[src/rtl/pe_sequencer.sv]
// Per-PE job sequencer: streams LEN kernel/neuron pairs into the local stores,
// sweeps them to drive the MAC, then holds the result until it is taken.
module pe_sequencer #(
  parameter int A = 7,
  parameter int W = 16
) (
  input  logic         CLK,
  input  logic         RST_N,
  input  logic         start,
  input  logic [A-1:0] len,
  input  logic         in_valid,
  output logic         in_ready,
  input  logic [W-1:0] kernel_in,
  input  logic [W-1:0] neuron_in,
  output logic [W-1:0] kernel_data,
  output logic [W-1:0] neuron_data,
  output logic [A-1:0] store_addr,
  output logic         store_write,
  output logic         mac_clear,
  output logic         mac_en,
  output logic         busy,
  output logic         out_valid,
  input  logic         out_ready
);

  localparam logic [2:0] S_IDLE    = 3'd0;
  localparam logic [2:0] S_LOAD    = 3'd1;
  localparam logic [2:0] S_COMPUTE = 3'd2;
  localparam logic [2:0] S_DRAIN   = 3'd3;
  localparam logic [2:0] S_DONE    = 3'd4;

  localparam logic [A-1:0] CNT_ONE  = {{(A-1){1'b0}}, 1'b1};
  localparam logic [A-1:0] CNT_ZERO = '0;

  logic [2:0]   state_q, state_d;
  logic [A-1:0] cnt_q, cnt_d;
  logic [A-1:0] len_q, len_d;
  logic         mac_en_q;
  logic         last_elem;
  logic         handshake;

  // len_q is never zero in LOAD/COMPUTE, so len_q-1 cannot underflow there.
  assign last_elem = (cnt_q == (len_q - CNT_ONE));
  assign handshake = in_valid && (state_q == S_LOAD);

  always_comb begin
    state_d = state_q;
    cnt_d   = cnt_q;
    len_d   = len_q;
    case (state_q)
      S_IDLE: begin
        if (start) begin
          len_d   = len;
          cnt_d   = CNT_ZERO;
          state_d = (len == CNT_ZERO) ? S_DONE : S_LOAD;
        end
      end
      S_LOAD: begin
        if (handshake) begin
          if (last_elem) begin
            cnt_d   = CNT_ZERO;
            state_d = S_COMPUTE;
          end else begin
            cnt_d = cnt_q + CNT_ONE;
          end
        end
      end
      S_COMPUTE: begin
        if (last_elem) begin
          cnt_d   = CNT_ZERO;
          state_d = S_DRAIN;
        end else begin
          cnt_d = cnt_q + CNT_ONE;
        end
      end
      S_DRAIN: begin
        state_d = S_DONE;
      end
      S_DONE: begin
        if (out_ready) begin
          state_d = S_IDLE;
        end
      end
      default: begin
        state_d = S_IDLE;
        cnt_d   = CNT_ZERO;
      end
    endcase
  end

  // mac_en trails each COMPUTE read address by one cycle to match store read latency.
  always_ff @(posedge CLK or negedge RST_N) begin
    if (!RST_N) begin
      state_q  <= S_IDLE;
      cnt_q    <= CNT_ZERO;
      len_q    <= CNT_ZERO;
      mac_en_q <= 1'b0;
    end else begin
      state_q  <= state_d;
      cnt_q    <= cnt_d;
      len_q    <= len_d;
      mac_en_q <= (state_q == S_COMPUTE);
    end
  end

  assign in_ready    = (state_q == S_LOAD);
  assign store_write = handshake;
  assign store_addr  = cnt_q;
  assign kernel_data = kernel_in;
  assign neuron_data = neuron_in;
  // Gated by RST_N so the pulse cannot appear while reset is held.
  assign mac_clear   = RST_N && (state_q == S_IDLE) && start;
  assign mac_en      = mac_en_q;
  assign busy        = (state_q != S_IDLE);
  assign out_valid   = (state_q == S_DONE);

endmodule

[config.mk]
export PLATFORM = sky130hd
export DESIGN_NAME = pe_sequencer
export DESIGN_NICKNAME = d
export VERILOG_FILES = /design/src/rtl/pe_sequencer.sv
export SDC_FILE = /design/constraint.sdc
export NUM_CORES = 1
export LEC_CHECK = 0
export CAP_MARGIN = 20
export CORE_MARGIN = 2
export CORE_UTILIZATION = 39
export DETAILED_ROUTE_END_ITERATION = 10
export GPL_TIMING_DRIVEN = 0
export PLACE_DENSITY = 0.95
export SLEW_MARGIN = 20
export SYNTH_ARGS = -nofsm -noshare
export SYNTH_HDL_FRONTEND = slang
export SYNTH_SLANG_ARGS = --single-unit
[constraint.sdc]
create_clock -name CLK -period 3.3 [get_ports CLK]
set_input_delay 0.33 -clock CLK [delete_from_list [all_inputs] [get_ports CLK]]
set_output_delay 0.33 -clock CLK [all_outputs]
set_load 0.05 [all_outputs]
==> Word-level counts from Yosys, hierarchy flattened <==
Index checks and enable logic that the tools add are counted.
{ "op_classes": {"add_sub_neg": 2, "n_eq_ne": 10, "muxes": 11, "n_bitwise": 1, "n_reduce_logical": 10} }
{ "op_table": {"columns": ["op", "count"], "rows": [
  ["7-bit case mux with 4 select lines", 1],
  ["7-bit two-way mux", 3],
  ["3-bit two-way mux", 6],
  ["3-bit case mux with 5 select lines", 1],
  ["7-bit by 1-bit adder with 7-bit output, second input constant", 1],
  ["7-bit == test", 1],
  ["7-bit logical NOT", 1],
  ["7-bit by 1-bit subtractor with 7-bit output, second input constant", 1],
  ["3-bit by 2-bit == test with 1-bit output, second input constant", 2],
  ["2-bit by 1-bit inequality test with 1-bit output, second input constant", 3],
  ["5-bit AND reduction", 1],
  ["2-bit inequality test, second input constant", 2],
  ["3-bit by 1-bit == test with 1-bit output, second input constant", 1],
  ["3-bit == test, second input constant", 1],
  ["1-bit logical AND", 3],
  ["3-bit logical NOT", 1],
  ["3-bit AND reduction", 1],
  ["3-bit nonzero test", 1],
  ["2-bit AND reduction", 1],
  ["2-bit OR reduction", 1],
  ["1-bit inverter", 1]
]} }
{ "word_totals": {"reg_bits": 18, "inputBits": 44} }

==> Longest topological paths before layout <==
Gate-level depths: netlist (run 1).
{ "depth": {"word_depth": 5, "mapped_depth": 8} }

==> Least setup slack after synthesis (run 1) <==
Ideal clock, no wire load.
{ "synth_timing": {"path_type": "reg-to-reg", "from": "register cnt_q[6], in the netlist store_addr[6]", "to": "register cnt_q[0], in the netlist store_addr[0]", "setup_ns": 0.125, "arrival_time_ns": 1.984, "slack_ns": 1.191, "path_stages_with_launch": 7, "cell_sequence": "dfrtp_1 -> xnor3_1 -> nand4_1 -> a21o_1 -> a211oi_4 -> nor3_2 -> mux2_2"} }
{ "synth_between": {"elab_chain_cells": 4} }
{ "synth_rtl": {"columns": ["element", "line_no", "source"], "rows": [
  ["start: declaration", "36", "logic [A-1:0] cnt_q, cnt_d;"],
  ["start signal: assignment", "100", "cnt_q <= cnt_d;"],
  ["7-bit == test (*)", "43", "assign last_elem = (cnt_q == (len_q - CNT_ONE));"],
  ["7-bit two-way mux (*)", "60, 69", null],
  ["7-bit two-way mux", "59", "if (handshake) begin"],
  ["7-bit case mux with 4 select lines (*)", "50", "case (state_q)"]
]} }
Every way passes the cells marked *; elsewhere a longest branch is shown, timed or not. The select of a mux whose other input is x is not followed.
A chain may end at the register's enable or synchronous reset.

==> Worst setup path after layout (run 1) <==
{ "layout_timing": {"from": "register state_q[0]", "to": "output port mac_clear"} }
{ "layout_between": {"elab_chain_cells": 3} }
{ "layout_rtl": {"columns": ["element", "line_no", "source"], "rows": [
  ["start: declaration", "35", "logic [2:0] state_q, state_d;"],
  ["start signal: assignment", "99", "state_q <= state_d;"],
  ["3-bit logical NOT", "112", "assign mac_clear = RST_N && (state_q == S_IDLE) && start;"],
  ["1-bit logical AND (2 in a row)", "112", null],
  ["end: declaration", "19", "output logic mac_clear,"]
]} }
No other way between the ends.

==> reports/results.ini, run 1 <==
[outcome]
status=completed

[sta]
final.setup.tns_ns=0
rsz0062_at_grt=no
min_period_over_period_pct=89.5
max_clock_freq_ghz=0.338
fin_skew_ns=0.0142
max-slew-margin-rel_pct=44.2
setup_viol=0
worst_slew_pin_slew_ns=0.835
slew_violations=0
fin_crit_ns=2.95
final_hold_viol_count=0

[global_route]
grt-busiest-layer=met2
grt_pass1_vias=1258
grt_usage_pct=16.2
use_met2_pct=29.5
gr-total-overflow=0
grt_antenna_before_repair=0
grt_max_degree=20
grt_util_met3_pct=2.86
grtUsageMet1_pct=19.6
grt_pass1_wl_mm=5.35

[logic_synthesis]
yosysSeqAreaShare_pct=32.6
async_reset_ff_share_pct=100
synth-edff-count=0
synth_seq_cells=18
synth_xor_area_share_pct=5.43
synth_top_family_by_area=buffers and inverters
synthDistinctLibCells=41
synthCells=151
synth_area_um2=1380
synthAdderAreaFrac_pct=1.81
synthMuxAreaShare_pct=5.61
synthSimpleGateAreaFrac_pct=18.9
avgSynthCellArea_um2=9.16
yosysWarningCount=0
ys_dominant_reg_cell=dfrtp_1
synth_compound_area_share_pct=16.3
syn_nets=197

[critical_path]
cp.arrival_ns=2.62
crit_required_ns=2.97
crit_top_cell=clkbuf_1
endpoint_kind=primary output
crit_slowest_cell=clkdlybuf4s50_1
cp-start-kind=flip-flop
crit_type=reg2out
cp_max_fo=10
crit_chain=clkbuf_1 -> nor2_1 -> and3_1 -> clkbuf_1 -> and2_1 -> clkdlybuf4s50_1
critPathMaxStageDelay_ns=0.80

[die]
num_rows=21
die_x_um=63.5
core_area_um2=3360
ios=89
die-area_um2=4040
start_util_pct=41.1
die_h_um=63.5

[place]
gp_congestion=0.833
dp_hpwl_mm=2.69
numPortBuffers=56
dp_cells=253

[routing]
drtAntennaViolNets=0
via_per_inst=4.94
drt_iter0_drc=12
routedWlPerCell_um=12.8
dr.pass1.iters=4
drt_wl_total_mm=3.28
num_vias=1270
post-route-drc-count=0

[clock_network]
cts.repair.resized=0
cts_sinks=18
h-tree-depth=1
ctsLongestPathBuffers=2
clockRootBuffer=clkbuf_4
cts_tree=yes
cts_setup_buffers=0
cts_made_buffers=3
clk_pin_slew_ns=0.11
insertion_delay_ns=0.30
cts_hold_buf=0

[power_and_ir_drop]
internal_power_uw=731
vdd_drop_max_mv=0.466
p_leak_uw=0.000891
p_per_area_nw_per_um2=679
p_switching_uw=653
comb_power_share_pct=62.0
p_clk_share_pct=9.9
seq_power_share_pct=28.0
p_sw_share_pct=47.2

[cells_and_area]
final-seq-area_um2=450
n_fill_cell=301
final_common_cell=clkdlybuf4s50_1
syn2layout_area_growth_pct=47.3
instances_no_fill=257
multi_input_area_um2=664
fin_nets=258
final_cell_mix=clkdlybuf4s50_1, buf_4, dfrtp_1, o21ai_0, nand2_1
num_antenna_cells=0
drive_gt1_share_pct=23.7

[run]
drv_cap=0

[min_path]
hold_class=in2async

-- power by group through the flow --
stage	Combinational, uW	Sequential, uW	Clock [uW]
finish	859	388	137
global route	935	400	151
CTS	860	386	142
detailed placement	856	391	0
global placement	835	384	0
floorplan	603	421	0
-- synth_stat cells, types with 2 or more instances --
cell type,number,area (um2)
xor2_1,2,17.5
o21ai_0,9,45.0
nand2_1,8,30.0
buf_4,32,240
nand4_1,2,12.5
nor3_1,6,30.0
nor2_1,6,22.5
a31oi_1,2,12.5
and2_1,2,12.5
mux2_2,6,67.6
nand3b_1,2,15.0
clkbuf_1,2,7.51
o31ai_1,3,22.5
a22o_1,2,17.5
and3_1,4,25.0
o2bb2ai_1,2,17.5
nor2b_1,4,25.0
inv_1,4,15.0
a21oi_1,5,25.0
nand3_1,4,20.0
dfrtp_1,18,450
xnor2_1,4,35.0
ha_1,2,25.0
a21o_1,3,22.5
-- flip-flops by register name (all words and copies together), names as in the netlist --
name / flops
len_q: 7
mac_en: 1
state_q: 3
store_addr: 7
-- worst max-delay path: cells and delay by family (launching register included) --
kind	cells	cell delay, ns
buffers and inverters	3	1.34
and+or+nand+nor	3	0.61
DFF	1	0.38
-- cells by family (layout without fill, tap and decap cells) --
family                     count (synthesis)  in the layout
AOI/OAI and AO/OA                         32             32
adders and majority gates                  2              2
muxes                                      7              7
buffers and inverters                     39             99
DFF                                       18             18
and+or+nand+nor                           46             46
xor gates and xnor gates                   7              7
-- area by class of cell --
cell class / instances / share of cell area (%)
Tap cell: 46 / 2.83
Sequential cell: 18 / 22.1
Timing Repair Buffer: 56 / 27.5
Buffer: 35 / 12.4
Inverter: 4 / 0.737
Clock buffer: 4 / 1.78
Multi-Input combinational cell: 94 / 32.6
-- per-stage QoR --
step           worst slack [ns]  hold WS, ns  total power [uW]  cell area [um2]  utilization [%]
6_report                  0.346        0.492              1380             2040             60.6
5_1_grt                   0.198        0.548              1490             2040             60.6
4_1_cts                   0.347        0.515              1390             2040             60.6
3_5_place_dp              0.546        0.533              1250             2000             59.5
3_3_place_gp              0.561        0.507              1220             2000             59.5
2_1_floorplan              1.19       0.0344              1020             1380                -
-- layer usage --
layer	part of all wire, %	wire, um	vias to the layer above
met1	42	1390	596
met5	0	0	-
met4	0.52	17	0
met3	6.0	196	2
met2	51	1680	51
li1	-	-	621
-- path summary, 6_finish.rpt --
check / start / end / slack [ns] / cells past startpoint
setup reg to reg: len_q[0]$_DFFE_PN0P_ / store_addr[0]$_DFFE_PN0P_ / 0.89 / 8
setup / recovery: state_q[0]$_DFFE_PN0P_ / mac_clear / 0.35 / 6
hold reg to reg: state_q[2]$_DFFE_PN0P_ / mac_en$_DFF_PN0_ / 0.56 / 1
min in group CLK: state_q[2]$_DFFE_PN0P_ / mac_en$_DFF_PN0_ / 0.56 / 1
hold / removal: RST_N / state_q[1]$_DFFE_PN0P_ / 0.49 / 1
max in group asynchronous: RST_N / len_q[6]$_DFFE_PN0P_ / 2.27 / 1
No activity file was read; power rests on OpenSTA's default activity.
==> run 2: changes to the inputs <==
--- a/config.mk
+++ b/config.mk
@@ -5,9 +5,11 @@
 export SDC_FILE = /design/constraint.sdc
 export NUM_CORES = 1
 export LEC_CHECK = 0
+export ABC_AREA = 1
 export CAP_MARGIN = 20
+export CORE_ASPECT_RATIO = 0.9
 export CORE_MARGIN = 2
-export CORE_UTILIZATION = 39
+export CORE_UTILIZATION = 41
 export DETAILED_ROUTE_END_ITERATION = 10
 export GPL_TIMING_DRIVEN = 0
 export PLACE_DENSITY = 0.95
==> reports/results.ini, run 2 <==
[outcome]
status=completed

[logic_synthesis]
synth_top_area_share_pct=30.5  ; -2.1 points
syn_nets=247  ; +25%
synth-edff-count=0  ; unchanged
async_reset_ff_share_pct=100  ; unchanged
synth_common_cells=nand2_1, buf_4, inv_1
synth_area_leaders=dfrtp_1, buf_4, nand2_1, inv_1, nor2_1
synth_top_area_cell=dfrtp_1
avgSynthCellArea_um2=7.36  ; -20%
synthDistinctLibCells=27  ; -34%
synth_area_um2=1480  ; +7.0%
ys_dominant_reg_cell=dfrtp_1
yosysSeqAreaShare_pct=30.5  ; -2.1 points
yosysWarningCount=0  ; unchanged
synth_seq_cells=18  ; unchanged
synthCells=201  ; +33%
synth_most_common_cell=nand2_1

[power_and_ir_drop]
p_per_area_nw_per_um2=740  ; +8.9%
vdd_drop_max_mv=0.700  ; +50%
p_total_uw=1590  ; +15%
p_leak_uw=0.00106  ; +19%

[clock_network]
clk_pin_slew_ns=0.07  ; -0.04 ns
cts.repair.resized=0  ; unchanged
cts_sinks=18  ; unchanged
ctsLongestPathBuffers=2  ; unchanged
insertion_delay_ns=0.25  ; -0.05 ns
cts_made_buffers=3  ; unchanged
h-tree-depth=1  ; unchanged
cts_tree=yes
cts_hold_buf=0  ; unchanged
clockRootBuffer=clkbuf_8
cts_setup_buffers=0  ; unchanged

[global_route]
grt_max_degree=20  ; unchanged
use_met2_pct=28.3  ; -1.2 points
grt_pass1_vias=1251  ; -0.56%
gr-total-overflow=0  ; unchanged
grtUsageMet1_pct=21.8  ; +2.2 points
grt_antenna_before_repair=0  ; unchanged
grt_usage_pct=16.7  ; +0.57 points
grt_pass1_wl_mm=5.29  ; -1.0%
grt_util_met3_pct=3.90  ; +1.0 points
grt-busiest-layer=met2

[critical_path]
rr_worst_depth=13  ; +5
cp-start-kind=input pin
timing.rr.end=state_q[2]$_DFFE_PN0P_
cp.arrival_ns=2.37  ; -0.25 ns
crit_required_ns=2.97  ; about the same
r2r_start=len_q[0]$_DFFE_PN0P_
cp_max_fo=19  ; +9
crit_type=in2out
endpoint_kind=primary output
cp-startpoint=RST_N
reg2reg_slack_ns=1.51  ; +0.62 ns

[sta]
rsz0062_at_grt=no
worst_slew_pin_slew_ns=0.824  ; -0.0104 ns
max_clock_freq_ghz=0.371  ; +9.6%
final.setup.tns_ns=0  ; unchanged
max-slew-margin-rel_pct=44.9  ; +0.70 points
final_hold_viol_count=0  ; unchanged
fin_skew_ns=0.00144  ; -0.0128 ns
setup_viol=0  ; unchanged
slew_violations=0  ; unchanged
fin_crit_ns=2.70  ; -0.259 ns
min_period_over_period_pct=81.7  ; -7.9 points
fin_ws_ns=0.605  ; +0.259 ns

[cells_and_area]
syn2layout_area_growth_pct=45.3
final_common_cell=clkdlybuf4s50_1
drive_gt1_share_pct=22.2  ; -1.5 points
final_cell_mix=clkdlybuf4s50_1, nand2_1, buf_4, inv_1, nor2_1
num_antenna_cells=0  ; unchanged
final_util_pct=63.2  ; +2.6 points
fin_nets=308  ; +19%

[place]
gp_congestion=0.873  ; +4.8%
numPortBuffers=56  ; unchanged
dp_slack_ns=0.540  ; -0.00604 ns
dp_hpwl_mm=2.75  ; +2.3%

[die]
start_util_pct=43.5  ; +2.3 points
die-area_um2=4100  ; +1.7%
ios=89  ; unchanged
num_rows=20  ; -4.8%
core_area_um2=3400  ; +1.2%
die_h_um=61.0  ; -4.0%
die_x_um=67.3  ; +5.9%

[routing]
drtAntennaViolNets=0  ; unchanged
drt_iter0_drc=33  ; +21
post-route-drc-count=0  ; unchanged
routedWlPerCell_um=10.5  ; -18%
via_per_inst=4.50  ; -8.8%
drt_wl_total_mm=3.19  ; -2.7%
num_vias=1374  ; +8.2%
dr.pass1.iters=4  ; unchanged

[min_path]
hold_class=reg2reg
min_from=len_q[1]$_DFFE_PN0P_
hold_depth=2
hold_end=len_q[1]$_DFFE_PN0P_

[run]
drv_cap=0  ; unchanged

-- run 2: changes by cell type in the layout (fill, tap and decap cells not counted), moves of 4 or more --
cell and delta:
nor3_1 -5, and3_1 -4, nor2_1 +16, o21ai_0 -7, mux2_2 -6, nand2_1 +39
nand3_1 +7, inv_1 +19, nor2b_1 -4, inv_2 +5, o21ai_1 +4
-- run 2: layer usage --
layer / vias to the layer above / wire length [um]
met2: 46 / 1610
met3: 5 / 207
met4: 0 / 29
met1: 620 / 1340
met5: - / 0
li1: 703 / -
-- run 2: worst max-delay path, cell delays in order --
cell and delay, ns:
clkdlybuf4s50_1 1.01, inv_1 0.09, nor2_1 0.12, clkdlybuf4s50_1 0.81
-- run 2: cell type report --
cell class                      instances  area, um2
Buffer                                 34        264
Timing Repair Buffer                   56        561
Tap cell                               44       55.1
Sequential cell                        18        450
Multi-Input combinational cell        121        659
Inverter                               28        105
Fill cell                             318       1250
Clock buffer                            4       55.1
-- run 2: where the power goes --
group	total (uW)	switching, uW	internal [uW]
Combinational	1020	643	375
Clock	181	75.1	106
Sequential	392	93.3	298
-- run 2: worst max path at each step --
stage,end,depth (start not counted)
floorplan,store_write,5
global placement,mac_clear,4
detailed placement,mac_clear,4
CTS,mac_clear,4
global route,mac_clear,4
finish,mac_clear,4
-- run 2: cells by family after synthesis --
logic type / share of synthesized area, %
compound gates: 5.25
fa+ha+maj: 1.69
xor+xnor: 5.75
buf+inv: 25.0
mux: 1.52
flops: 30.5
simple gates: 30.4
-- run 2: metrics by stage --
| stage | instance area, um2 | std cells | hold WS, ns |
|---|---|---|---|
| floorplan | 1480 | 201 | 0.0344 |
| global route | 2150 | 305 | 0.518 |
| detailed placement | 2090 | 301 | 0.479 |
| global placement | 2090 | 301 | 0.477 |
| finish | 2150 | 305 | 0.497 |
| CTS | 2150 | 305 | 0.496 |
==> run 3: changes to the inputs <==
--- a/config.mk
+++ b/config.mk
@@ -9,10 +9,10 @@
 export CAP_MARGIN = 20
 export CORE_ASPECT_RATIO = 0.9
 export CORE_MARGIN = 2
-export CORE_UTILIZATION = 41
+export CORE_UTILIZATION = 34
 export DETAILED_ROUTE_END_ITERATION = 10
 export GPL_TIMING_DRIVEN = 0
-export PLACE_DENSITY = 0.95
+export PLACE_DENSITY = 0.87
 export SLEW_MARGIN = 20
 export SYNTH_ARGS = -nofsm -noshare
 export SYNTH_HDL_FRONTEND = slang
==> constraint.sdc (replaced) <==
create_clock -name CLK -period 2.4 [get_ports CLK]
set_input_delay 0.24 -clock CLK [delete_from_list [all_inputs] [get_ports CLK]]
set_output_delay 0.24 -clock CLK [all_outputs]
set_load 0.05 [all_outputs]
==> reports/results.ini, run 3 (same netlist as run 2, synthesis figures left out) <==
[power_and_ir_drop]
p_sw_share_pct=51.0  ; about the same
internal_power_uw=1070  ; +37%
vdd_drop_max_mv=0.849  ; +21%
seq_power_share_pct=24.6  ; about the same
p_switching_uw=1110  ; +37%
p_per_area_nw_per_um2=1020  ; +37%
p_clk_share_pct=11.3  ; about the same
comb_power_share_pct=64.1  ; about the same
p_leak_uw=0.00106  ; +0.10%

[critical_path]
r2r_start=len_q[0]$_DFFE_PN0P_
rr_worst_depth=13  ; unchanged
crit_required_ns=2.16  ; -0.81 ns
reg2reg_slack_ns=0.57  ; -0.94 ns
cp_max_fo=4  ; -15
cp.arrival_ns=1.96  ; -0.41 ns
crit_type=reg2out
cp-start-kind=flip-flop
endpoint_kind=primary output
timing.rr.end=state_q[0]$_DFFE_PN0P_

[routing]
wl_met3_um=238  ; +15%
via_per_inst=4.43  ; -1.7%
wl_met1_mm=1.46  ; +8.3%
post-route-drc-count=0  ; unchanged
highest_layer=met3
drt_iter0_drc=38  ; +15%
num_vias=1369  ; -0.36%
drtAntennaViolNets=0  ; unchanged
routedWlPerCell_um=10.5  ; +0.78%
met2_length_mm=1.56  ; -2.9%
drt_wl_total_mm=3.26  ; +2.1%
dr.pass1.iters=4  ; unchanged

[die]
start_util_pct=35.8  ; -7.6 points
ios=89  ; unchanged
die-area_um2=4890  ; +19%
core_area_um2=4130  ; +21%
num_rows=22  ; +10%
die_x_um=73.5  ; +9.2%
die_h_um=66.6  ; +9.2%

[cells_and_area]
drive_gt1_share_pct=22.6  ; +0.38 points
syn2layout_area_growth_pct=45.3  ; unchanged
fin_nets=308  ; unchanged
final_util_pct=52.1  ; -11 points
post-route-cell-area_um2=2150  ; unchanged
num_antenna_cells=0  ; unchanged
final_common_cell=clkdlybuf4s50_1
instances_no_fill=309  ; +1.3%
final_cell_mix=clkdlybuf4s50_1, nand2_1, buf_4, inv_1, nor2_1

[clock_network]
cts.repair.resized=1  ; +1
clockRootBuffer=clkbuf_8
cts_sinks=18  ; unchanged
cts_tree=yes
cts_setup_buffers=0  ; unchanged
clk_pin_slew_ns=0.07  ; about the same
insertion_delay_ns=0.25  ; about the same
cts_made_buffers=3  ; unchanged
h-tree-depth=1  ; unchanged
cts_hold_buf=0  ; unchanged
ctsLongestPathBuffers=2  ; unchanged

[sta]
min_period_over_period_pct=91.5
rsz0062_at_grt=no
final.setup.tns_ns=0  ; unchanged
slew_violations=0  ; unchanged
setup_viol=0  ; unchanged
final_hold_viol_count=0  ; unchanged
worst_slew_pin_slew_ns=0.881  ; +0.0571 ns
max_clock_freq_ghz=0.455
max-slew-margin-rel_pct=41.1  ; -3.8 points
fin_crit_ns=2.20
fin_skew_ns=0.00140  ; -0.0000428 ns

[outcome]
status=completed

[place]
place_area_um2=2100  ; +0.24%
numPortBuffers=56  ; unchanged
dp_cells=305  ; +1.3%
dp_hpwl_mm=2.70  ; -1.8%
gp_congestion=0.879  ; +0.77%

[global_route]
grt_max_degree=20  ; unchanged
grt_pass1_wl_mm=5.09  ; -3.8%
grt_pass1_vias=1180  ; -5.7%
gr-total-overflow=0  ; unchanged
grt_antenna_before_repair=0  ; unchanged
grt_usage_pct=13.3  ; -3.5 points

[min_path]
hold_class=in2async

[run]
drv_cap=0  ; unchanged

## run 3: cell types whose count changed in the layout (fill, tap and decap cells not counted), sizes merged
cell	before	now
clkdlybuf4s50	56	55
clkbuf	5	6
## run 3: per-stage QoR
stage,power [uW],hold WS (ns),setup slack (ns)
after detailed placement,1950,0.497,-0.194
after CTS,2200,0.508,0.0726
final,2180,0.486,0.203
after global routing,2350,0.551,0.0816
after floorplan,1590,-0.0556,0.366
after global placement,1900,0.476,-0.191
## run 3: worst max-delay path by stage
stage          slack [ns]          end              startpoint
6_report             0.20  store_write  state_q[2]$_DFFE_PN0P_
3_3_place_gp        -0.19    mac_clear                   RST_N
3_5_place_dp        -0.19    mac_clear                   RST_N
4_1_cts              0.07    mac_clear  state_q[1]$_DFFE_PN0P_
2_1_floorplan        0.37  store_write  state_q[2]$_DFFE_PN0P_
5_1_grt              0.08  store_write  state_q[2]$_DFFE_PN0P_
## run 3: power by group through the flow
| stage | Sequential, uW | Clock [uW] | Combinational (uW) |
|---|---|---|---|
| 2_1_floorplan | 595 | 0 | 1000 |
| 6_report | 537 | 247 | 1400 |
| 5_1_grt | 556 | 266 | 1530 |
| 4_1_cts | 537 | 253 | 1410 |
| 3_5_place_dp | 542 | 0 | 1410 |
| 3_3_place_gp | 536 | 0 | 1370 |
## run 3: critical path, cell delays in order (launching register included)
cell and delay, ns:
dfrtp_1 0.44, inv_2 0.08, nand2_1 0.06, nor2_2 0.16, inv_1 0.09, nor2_1 0.09, clkdlybuf4s50_1 0.80
## run 3: routing by layer
layer / vias to the layer above / GRT usage [%]
met2: 48 / 21.7
met3: 0 / 3.93
met4: 0 / 1.36
met1: 618 / 17.9
li1: 703 / -
met5: - / 0
## run 3: final cells by class
| cell class | count | area (um2) |
|---|---|---|
| fill | 416 | 1980 |
| clock buffer | 4 | 55.1 |
| multi-input combinational | 121 | 659 |
| timing repair buffer | 56 | 556 |
| sequential | 18 | 450 |
| inverter | 28 | 105 |
| tap | 48 | 60.1 |
| buffer | 34 | 264 |
